==> config.mk <==
export PLATFORM = sky130hd
export DESIGN_NAME = sevenseg_scan_capture
export DESIGN_NICKNAME = d
export VERILOG_FILES = /design/src/rtl/sevenseg_pkg.sv /design/src/rtl/sevenseg_ca_decode.sv /design/src/rtl/sevenseg_scan_capture.sv
export SDC_FILE = /design/constraint.sdc
export NUM_CORES = 1
export LEC_CHECK = 0
export ABC_AREA = 1
export BUFFER_PORTS_ARGS = -buffer_cell sky130_fd_sc_hd__buf_2
export CORE_ASPECT_RATIO = 0.9
export CORE_MARGIN = 3
export CORE_UTILIZATION = 55
export DETAILED_ROUTE_END_ITERATION = 12
export PLACE_DENSITY = 0.89
export SYNTH_ARGS = -nofsm -noshare
export SYNTH_HDL_FRONTEND = slang
export SYNTH_SLANG_ARGS = --single-unit
==> constraint.sdc <==
create_clock -name clk -period 5.12 [get_ports clk]
set_input_delay 0.256 -clock clk [delete_from_list [all_inputs] [get_ports clk]]
set_output_delay 0.256 -clock clk [all_outputs]
set_load 0.005 [all_outputs]
==> src/rtl/sevenseg_pkg.sv <==
// Shared constants for the common-anode seven-segment capture path.
// Segment patterns are {g,f,e,d,c,b,a}, active-low (0 = LED on).
package sevenseg_pkg;

  localparam int NDIG_MAX = 8;

  localparam logic [6:0] SEG_0     = 7'b1000000;
  localparam logic [6:0] SEG_1     = 7'b1111001;
  localparam logic [6:0] SEG_2     = 7'b0100100;
  localparam logic [6:0] SEG_3     = 7'b0110000;
  localparam logic [6:0] SEG_4     = 7'b0011001;
  localparam logic [6:0] SEG_5     = 7'b0010010;
  localparam logic [6:0] SEG_6     = 7'b0000010;
  localparam logic [6:0] SEG_7     = 7'b1111000;
  localparam logic [6:0] SEG_8     = 7'b0000000;
  localparam logic [6:0] SEG_9     = 7'b0010000;
  localparam logic [6:0] SEG_BLANK = 7'h7F;

  typedef struct packed {
    logic       err;
    logic       blank;
    logic [3:0] digit;
  } dec_t;

endpackage

==> src/rtl/sevenseg_ca_decode.sv <==
// Combinational decode of one active-low segment pattern into BCD,
// flagging all-off as blank and any non-decimal pattern as an error.
module sevenseg_ca_decode
  import sevenseg_pkg::*;
(
  input  logic [6:0] seg,
  output dec_t       dec
);

  always_comb begin
    dec.err   = 1'b0;
    dec.blank = 1'b0;
    dec.digit = 4'h0;
    case (seg)
      SEG_0:     dec.digit = 4'd0;
      SEG_1:     dec.digit = 4'd1;
      SEG_2:     dec.digit = 4'd2;
      SEG_3:     dec.digit = 4'd3;
      SEG_4:     dec.digit = 4'd4;
      SEG_5:     dec.digit = 4'd5;
      SEG_6:     dec.digit = 4'd6;
      SEG_7:     dec.digit = 4'd7;
      SEG_8:     dec.digit = 4'd8;
      SEG_9:     dec.digit = 4'd9;
      SEG_BLANK: dec.blank = 1'b1;
      default: begin
        dec.digit = 4'hF;
        dec.err   = 1'b1;
      end
    endcase
  end

endmodule

==> src/rtl/sevenseg_scan_capture.sv <==
// Receive side of a multiplexed common-anode display: qualifies each
// digit dwell for stability, decodes it once and latches per-digit results.
module sevenseg_scan_capture
  import sevenseg_pkg::*;
#(
  parameter int NDIG       = 4,
  parameter int STABLE_CYC = 8
) (
  input  logic              clk,
  input  logic              rst,
  input  logic [6:0]        seg_in,
  input  logic [NDIG-1:0]   an_in,
  output logic [4*NDIG-1:0] digits_out,
  output logic [NDIG-1:0]   blank_out,
  output logic [NDIG-1:0]   err_out,
  output logic              frame_valid,
  output logic              multi_an
);

  localparam int CW = $clog2(STABLE_CYC);
  localparam int IW = (NDIG > 1) ? $clog2(NDIG) : 1;
  localparam logic [CW-1:0] CMAX = CW'(STABLE_CYC - 1);

  logic [6:0]      seg_q;
  logic [NDIG-1:0] an_q;
  logic [6:0]      prev_seg;
  logic [IW-1:0]   prev_idx;
  logic            prev_act;
  logic [CW-1:0]   cnt_r;
  logic            done_r;
  logic [NDIG-1:0] seen;

  logic [IW-1:0]   idx;
  logic [3:0]      nact;
  logic            active;
  logic            multi;
  logic            clear;
  logic [CW-1:0]   cnt;
  logic            capture;
  logic [NDIG-1:0] cap_mask;
  dec_t            dec;

  always_comb begin
    idx  = '0;
    nact = '0;
    for (int unsigned i = 0; i < NDIG; i++) begin
      if (!an_q[i]) begin
        nact = nact + 4'd1;
        idx  = IW'(i);
      end
    end
    active = (nact == 4'd1);
    multi  = (nact > 4'd1);
  end

  // cnt is the stability count belonging to the current registered sample;
  // cnt_r carries it forward so a dwell registered at edge E reaches
  // STABLE_CYC-1 in the cycle after edge E+STABLE_CYC-1.
  always_comb begin
    clear    = !active || !prev_act || (idx != prev_idx) || (seg_q != prev_seg);
    cnt      = clear ? '0 : ((cnt_r == CMAX) ? CMAX : cnt_r + CW'(1));
    capture  = active && (cnt == CMAX) && !done_r;
    cap_mask = capture ? (NDIG'(1) << idx) : '0;
  end

  sevenseg_ca_decode u_dec (
    .seg (seg_q),
    .dec (dec)
  );

  always_ff @(posedge clk) begin
    if (rst) begin
      seg_q       <= '1;
      an_q        <= '1;
      prev_seg    <= '1;
      prev_idx    <= '0;
      prev_act    <= 1'b0;
      cnt_r       <= '0;
      done_r      <= 1'b0;
      seen        <= '0;
      digits_out  <= '0;
      blank_out   <= '1;
      err_out     <= '0;
      frame_valid <= 1'b0;
      multi_an    <= 1'b0;
    end else begin
      seg_q       <= seg_in;
      an_q        <= an_in;
      prev_seg    <= seg_q;
      prev_idx    <= idx;
      prev_act    <= active;
      cnt_r       <= cnt;
      done_r      <= clear ? 1'b0 : (done_r | capture);
      multi_an    <= multi;
      frame_valid <= 1'b0;
      if (capture) begin
        digits_out[4*idx +: 4] <= dec.digit;
        blank_out[idx]         <= dec.blank;
        err_out[idx]           <= dec.err;
        if (&(seen | cap_mask)) begin
          frame_valid <= 1'b1;
          seen        <= '0;
        end else begin
          seen <= seen | cap_mask;
        end
      end
    end
  end

endmodule

; ---- After elaboration in Yosys (flattened, before gate mapping)
; Cells that the tools add are included.
[op_classes]
add_sub_neg = 5
order_cmp = 3
eq_ne = 15
n_shift = 3
mux = 20
n_bitwise = 3
reduce_logical = 15
[ops]
columns = op, n
row1 = 4-bit one-hot mux with 10 select lines, 1
row2 = 4-bit negation with 34-bit output, 1
row3 = 4-bit by 34-bit variable shift with 16-bit output (first input constant), 1
row4 = 4-bit by 34-bit variable part select with 16-bit output, 1
row5 = 7-bit equality test (second input constant), 4
row6 = 7-bit by 5-bit equality test with 1-bit output (second input constant), 3
row7 = 4-bit 2-to-1 mux, 5
row8 = 16-bit bitwise mux, 1
row9 = 7-bit by 6-bit equality test with 1-bit output (second input constant), 2
row10 = 4-bit by 1-bit adder with 4-bit output (second input constant), 3
row11 = 11-bit OR reduction, 1
row12 = 4-bit bitwise mux, 2
row13 = 7-bit by 2-bit equality test with 1-bit output (second input constant), 1
row14 = 7-bit zero test, 1
row15 = 7-bit != test, 1
row16 = 3-bit equality test (second input constant), 2
row17 = 1-bit 2-to-1 mux, 6
row18 = 3-bit 2-to-1 mux, 2
row19 = 2-bit OR reduction, 3
row20 = 4-bit by 1-bit equality test with 1-bit output (second input constant), 1
row21 = 4-bit by 1-bit greater-than comparator with 1-bit output (second input constant), 1
row22 = 2-bit 2-to-1 mux, 2
row23 = 4-bit bitwise OR, 1
row24 = 4-bit AND reduction, 1
row25 = other kinds (11), 17
[word_totals]
register_bits = 55
wordCells = 77

; ---- Longest topological paths before layout
[depth]
ltp_word = 20
mapped_depth = 18

; ---- Cells and area by module
; From an unflattened synthesis, not the netlist that was laid out.
[unflattened]
hier_cells = 342
hier_area_um2 = 2474.9
[modules_own_cells]
columns = mod, n_inst, cells_per_inst, area_each_um2
row1 = sevenseg_scan_capture, 1, 280, 2199.6
row2 = sevenseg_ca_decode, 1, 62, 275.3

; ---- Least setup slack after synthesis
; Ideal clock, no wire load.
[synth_timing]
path_kind = reg2reg
from = reg an_q[1]
to = reg seen[1]
setup_ns = 0.113
arrival_ns = 2.166
required_ns = 5.007
path_slack_ns = 2.841
stages_incl_launch_ff = 17
n_path_buf = 0
synth_period_minus_slack_ns = 2.279
cell_sequence = dfxtp_1 inv_1 ha_1 inv_1 nand2_1 nand2_2 clkinv_2 ha_1 nor2_1 o21bai_2 nand3_2 nor2_4 nand3_4 nand2_4 nand4_4 nand2_4 nor2_1
[synth_between]
elab_chain_len = 18
[synth_lines]
columns = element, line_no
row1 = start: declaration, sevenseg_scan_capture.sv:25  ; logic [NDIG-1:0] an_q;
row2 = start signal: assignment, sevenseg_scan_capture.sv:88  ; an_q <= an_in;
row3 = 4-bit 2-to-1 mux, sevenseg_scan_capture.sv:47  ; if (!an_q[i]) begin
row4 = 4-bit by 1-bit adder with 4-bit output, sevenseg_scan_capture.sv:48  ; nact = nact + 4'd1;
row5 = 4-bit 2-to-1 mux, sevenseg_scan_capture.sv:47
row6 = 4-bit by 1-bit adder with 4-bit output, sevenseg_scan_capture.sv:48
row7 = 4-bit 2-to-1 mux, sevenseg_scan_capture.sv:47
row8 = 4-bit by 1-bit equality test with 1-bit output, sevenseg_scan_capture.sv:52  ; active = (nact == 4'd1);
row9 = 1-bit zero test, sevenseg_scan_capture.sv:60  ; clear = !active || !prev_act || (idx != prev_idx) || (seg_q != prev_seg);
row10 = 1-bit logical OR (3 in a row), sevenseg_scan_capture.sv:60
row11 = 3-bit 2-to-1 mux, sevenseg_scan_capture.sv:61  ; cnt = clear ? '0 : ((cnt_r == CMAX) ? CMAX : cnt_r + CW'(1));
row12 = 3-bit equality test, sevenseg_scan_capture.sv:62  ; capture = active && (cnt == CMAX) && !done_r;
row13 = 1-bit logical AND (2 in a row), sevenseg_scan_capture.sv:62
row14 = 4-bit 2-to-1 mux, sevenseg_scan_capture.sv:63  ; cap_mask = capture ? (NDIG'(1) << idx) : '0;
row15 = 4-bit bitwise OR, "sevenseg_scan_capture.sv:100, sevenseg_scan_capture.sv:104"
row16 = 4-bit AND reduction, sevenseg_scan_capture.sv:100  ; if (&(seen | cap_mask)) begin
row17 = 4-bit 2-to-1 mux, sevenseg_scan_capture.sv:100
row18 = end signal: assignment, sevenseg_scan_capture.sv:104  ; seen <= seen | cap_mask;
row19 = end: declaration, sevenseg_scan_capture.sv:31  ; logic [NDIG-1:0] seen;
; Parallel ways exist; a longest one is shown, timed or not.
; A chain may end at the register's enable or synchronous reset.

; ---- Final worst setup path
[layout_timing]
from = reg an_q[1]
to = reg seen[2]
; The elaborated chain is that of the path after synthesis.

==> flow_metrics.py <==
metrics = {
    "grt": {
        "grtUsageTotal_pct": 19.4,
        "antenna_found_initial": 0,
        "overflow": 0,
        "grt_max_degree": 28,
        "grt_pass1_wl_um": 8590,
        "grt_pass1_vias": 2021,
    },
    "detailed_routing": {
        "wl_met2_um": 2430,
        "antenna_left": 0,
        "drtIter0Drc": 144,
        "wl_met3_um": 257,
        "first_pass_iters": 4,
        "wl_met1_um": 2210,
        "wl_um": 5000,
        "via_count": 2093,
        "routed_via_density": 5.07,
        "drt-wirelength-per-cell_um": 12.1,
        "highest_layer": "met4",
        "drcViolationCount": 0,
    },
    "die": {
        "die_w_um": 77.6,
        "die_area_um2": 5470,
        "ios": 39,
        "rows": 22,
        "core_um2": 4270,
        "start_util_pct": 59.5,
        "die_h_um": 70.5,
    },
    "sta": {
        "hold_viol_final": 0,
        "worst_pin_slew_ns": 0.710,
        "clock-skew-final_ns": 0.00580,
        "tns_ns": 0,
        "setup_viol": 0,
        "fin_crit_sh_pct": 49.0,
        "min_period_ns": 2.51,
        "relSlewSlack_pct": 52.6,
        "drv_slew": 0,
        "rsz0062_at_grt": "false",
        "fmax_ghz": 0.398,
        "setup_ws_ns": 2.61,
        "fin_hold_ws_ns": 0.113,
    },
    "placement": {
        "dp_worst_setup_slack_ns": 2.62,
        "place_congestion": 0.854,
        "dp_hpwl_um": 3690,
        "place_area_um2": 2770,
        "portBuffers": 38,
    },
    "pwr": {
        "powerDensity_nw_per_um2": 277,
        "peakVddDrop_mv": 0.218,
        "leakagePower_nw": 1.38,
    },
    "yosys": {
        "synth-seq-cells": 55,
        "synth-edff-count": 0,
        "syn_area_um2": 2540,
        "post-synth-top-area-cell": "dfxtp_1",
        "ys_top_cells_by_area": "dfxtp_1 (43%), nand2_1 (8.0%), nor2_1 (5.8%)",
        "synth_top_area_share_pct": 43.4,
        "synth_area_per_cell_um2": 8.06,
        "postSynthCellCount": 315,
        "syn_nets": 332,
        "synth_warnings": 0,
        "async_flop_share_pct": 0,
        "yosysUniqueCellTypes": 36,
        "yosys_most_used_dff": "dfxtp_1",
        "seq_area_frac_synth_pct": 43.4,
    },
    "critical_path": {
        "path_cells": "inv_1 -> ha_1 -> inv_1 -> nand2_1 -> nand2_2 -> clkinv_2 -> ha_1 -> nor2_1 -> o21bai_2 -> nand4_2 -> nor2_4 -> o21ai_0 -> inv_2 -> nand4_4 -> nand2_4 -> nor2_1",
        "critPathRequiredTime_ns": 5.34,
        "path_max_fanout": 5,
        "cp-start-kind": "flip-flop",
        "critPathTopFamily": "simple AND/OR/NAND/NOR gates",
        "worstPathArrival_ns": 2.73,
        "criticalPathCategory": "flip-flop to flip-flop",
        "path_buf_inv": 4,
        "crit_slowest_cell": "dfxtp_1",
        "end_kind": "flip-flop",
        "slowest_delay_ns": 0.42,
    },
    "clocking": {
        "cts_tree": "yes",
        "postCtsResizedCells": 0,
        "post_cts_buffers": 0,
        "cts_max_level": 2,
        "worstSkewPairLatency_ns": 0.32,
        "hold_buffers": 0,
        "path_clk_slew_ns": 0.09,
        "cts_sinks": 55,
        "cts_buffers": 5,
        "cts-root-buf": "clkbuf_8",
        "cts_max_path_buffers": 2,
    },
    "final_layout": {
        "finalInstanceArea_um2": 2870,
        "syn_to_final_growth_pct": 13.1,
        "utilization_pct": 67.3,
        "layout.nets": 370,
        "fill_cells": 350,
        "antenna_cells": 0,
        "drive_above_1_share_pct": 32.0,
    },
    "worst_hold_path": {
        "hp-class": "input pin to flip-flop",
    },
    "job": {
        "max-cap-violations": 0,
    },
    "run_status": {
        "status": "completed",
    },
}
cells in the mapped netlist, drive strengths merged, types with 5 or more instances:
| library cell | n |
|---|---|
| nor3 | 10 |
| nor2 | 49 |
| dfxtp | 55 |
| clkinv | 5 |
| inv | 45 |
| o21ai | 14 |
| nand4 | 9 |
| nand2 | 65 |
| a211oi | 6 |
| nand3 | 16 |
| a21oi | 11 |
| or2 | 12 |
final timing paths:
path         depth (start not counted)  slack (ns)           end          from
max                                 16        2.61       seen[2]       an_q[1]
min                                  2        0.11       an_q[0]      an_in[0]
max reg2reg                         16        2.61       seen[2]       an_q[1]
min reg2reg                          2        0.49  blank_out[1]  blank_out[1]
area by class of cell:
class | instances | area, um^2 | share of cell area (%)
tap | 60 | 75.1 | 2.61
timing repair buffer | 38 | 190 | 6.62
multi-input combinational | 203 | 1190 | 41.6
inverter | 50 | 205 | 7.15
clock buffer | 5 | 68.8 | 2.40
sequential | 55 | 1100 | 38.3
clock inverter | 2 | 37.5 | 1.31
metrics by stage:
stage,cells,power [mW]
floorplan,315,0.508
global placement,406,0.521
detailed placement,406,0.524
CTS,413,0.801
global route,413,0.823
finish,413,0.797
kinds of logic (layout without fill, tap and decap cells):
logic type               after synthesis  count (layout)  synth area share [%]
adder cells (fa/ha/maj)                4               4                  1.97
AO/OA/AOI/OAI                         38              38                  10.4
AND/OR/NAND/NOR                      161             161                  34.6
buffers and inverters                 57              95                  9.61
flip-flops                            55              55                  43.4
registers in the layout, indices dropped and copies added (netlist names), 2 cells and up:
signal	count
digits_out	16
prev_seg	7
seg_q	7
an_q	4
blank_out	4
err_out	4
seen	4
cnt_r	3
prev_idx	2
placed cells by master, fill, tap and decap left out, drive strengths merged:
cell / n
a211oi: 6
a21oi: 11
buf: 38
bufinv: 1
clkbuf: 5
clkinv: 5
clkinvlp: 1
dfxtp: 55
ha: 4
inv: 45
nand2: 65
nand3: 16
nand4: 9
nor2: 49
nor3: 10
o2111ai: 1
o211ai: 4
o21ai: 14
o21bai: 1
o22ai: 1
or2: 12
worst register-to-register path, stage by stage, from the launching register on:
cell and delay, ns:
dfxtp_1 0.42, inv_1 0.08, ha_1 0.32, inv_1 0.07
nand2_1 0.05, nand2_2 0.08, clkinv_2 0.06, ha_1 0.27
nor2_1 0.08, o21bai_2 0.15, nand4_2 0.16, nor2_4 0.18
o21ai_0 0.14, inv_2 0.09, nand4_4 0.10, nand2_4 0.10
nor2_1 0.06
power breakdown:
| group | switching (mW) | internal (mW) | total [mW] |
|---|---|---|---|
| combinational | 0.0454 | 0.0231 | 0.0686 |
| sequential | 0.00875 | 0.437 | 0.445 |
| clock | 0.140 | 0.143 | 0.283 |
routing by layer:
layer / vias to the layer above / GRT usage [%]
met1: 959 / 23.9
met4: 0 / 7.51
li1: 1066 / -
met3: 14 / 4.12
met2: 54 / 33.1
met5: - / 0
No activity file was read; power rests on OpenSTA's default activity.
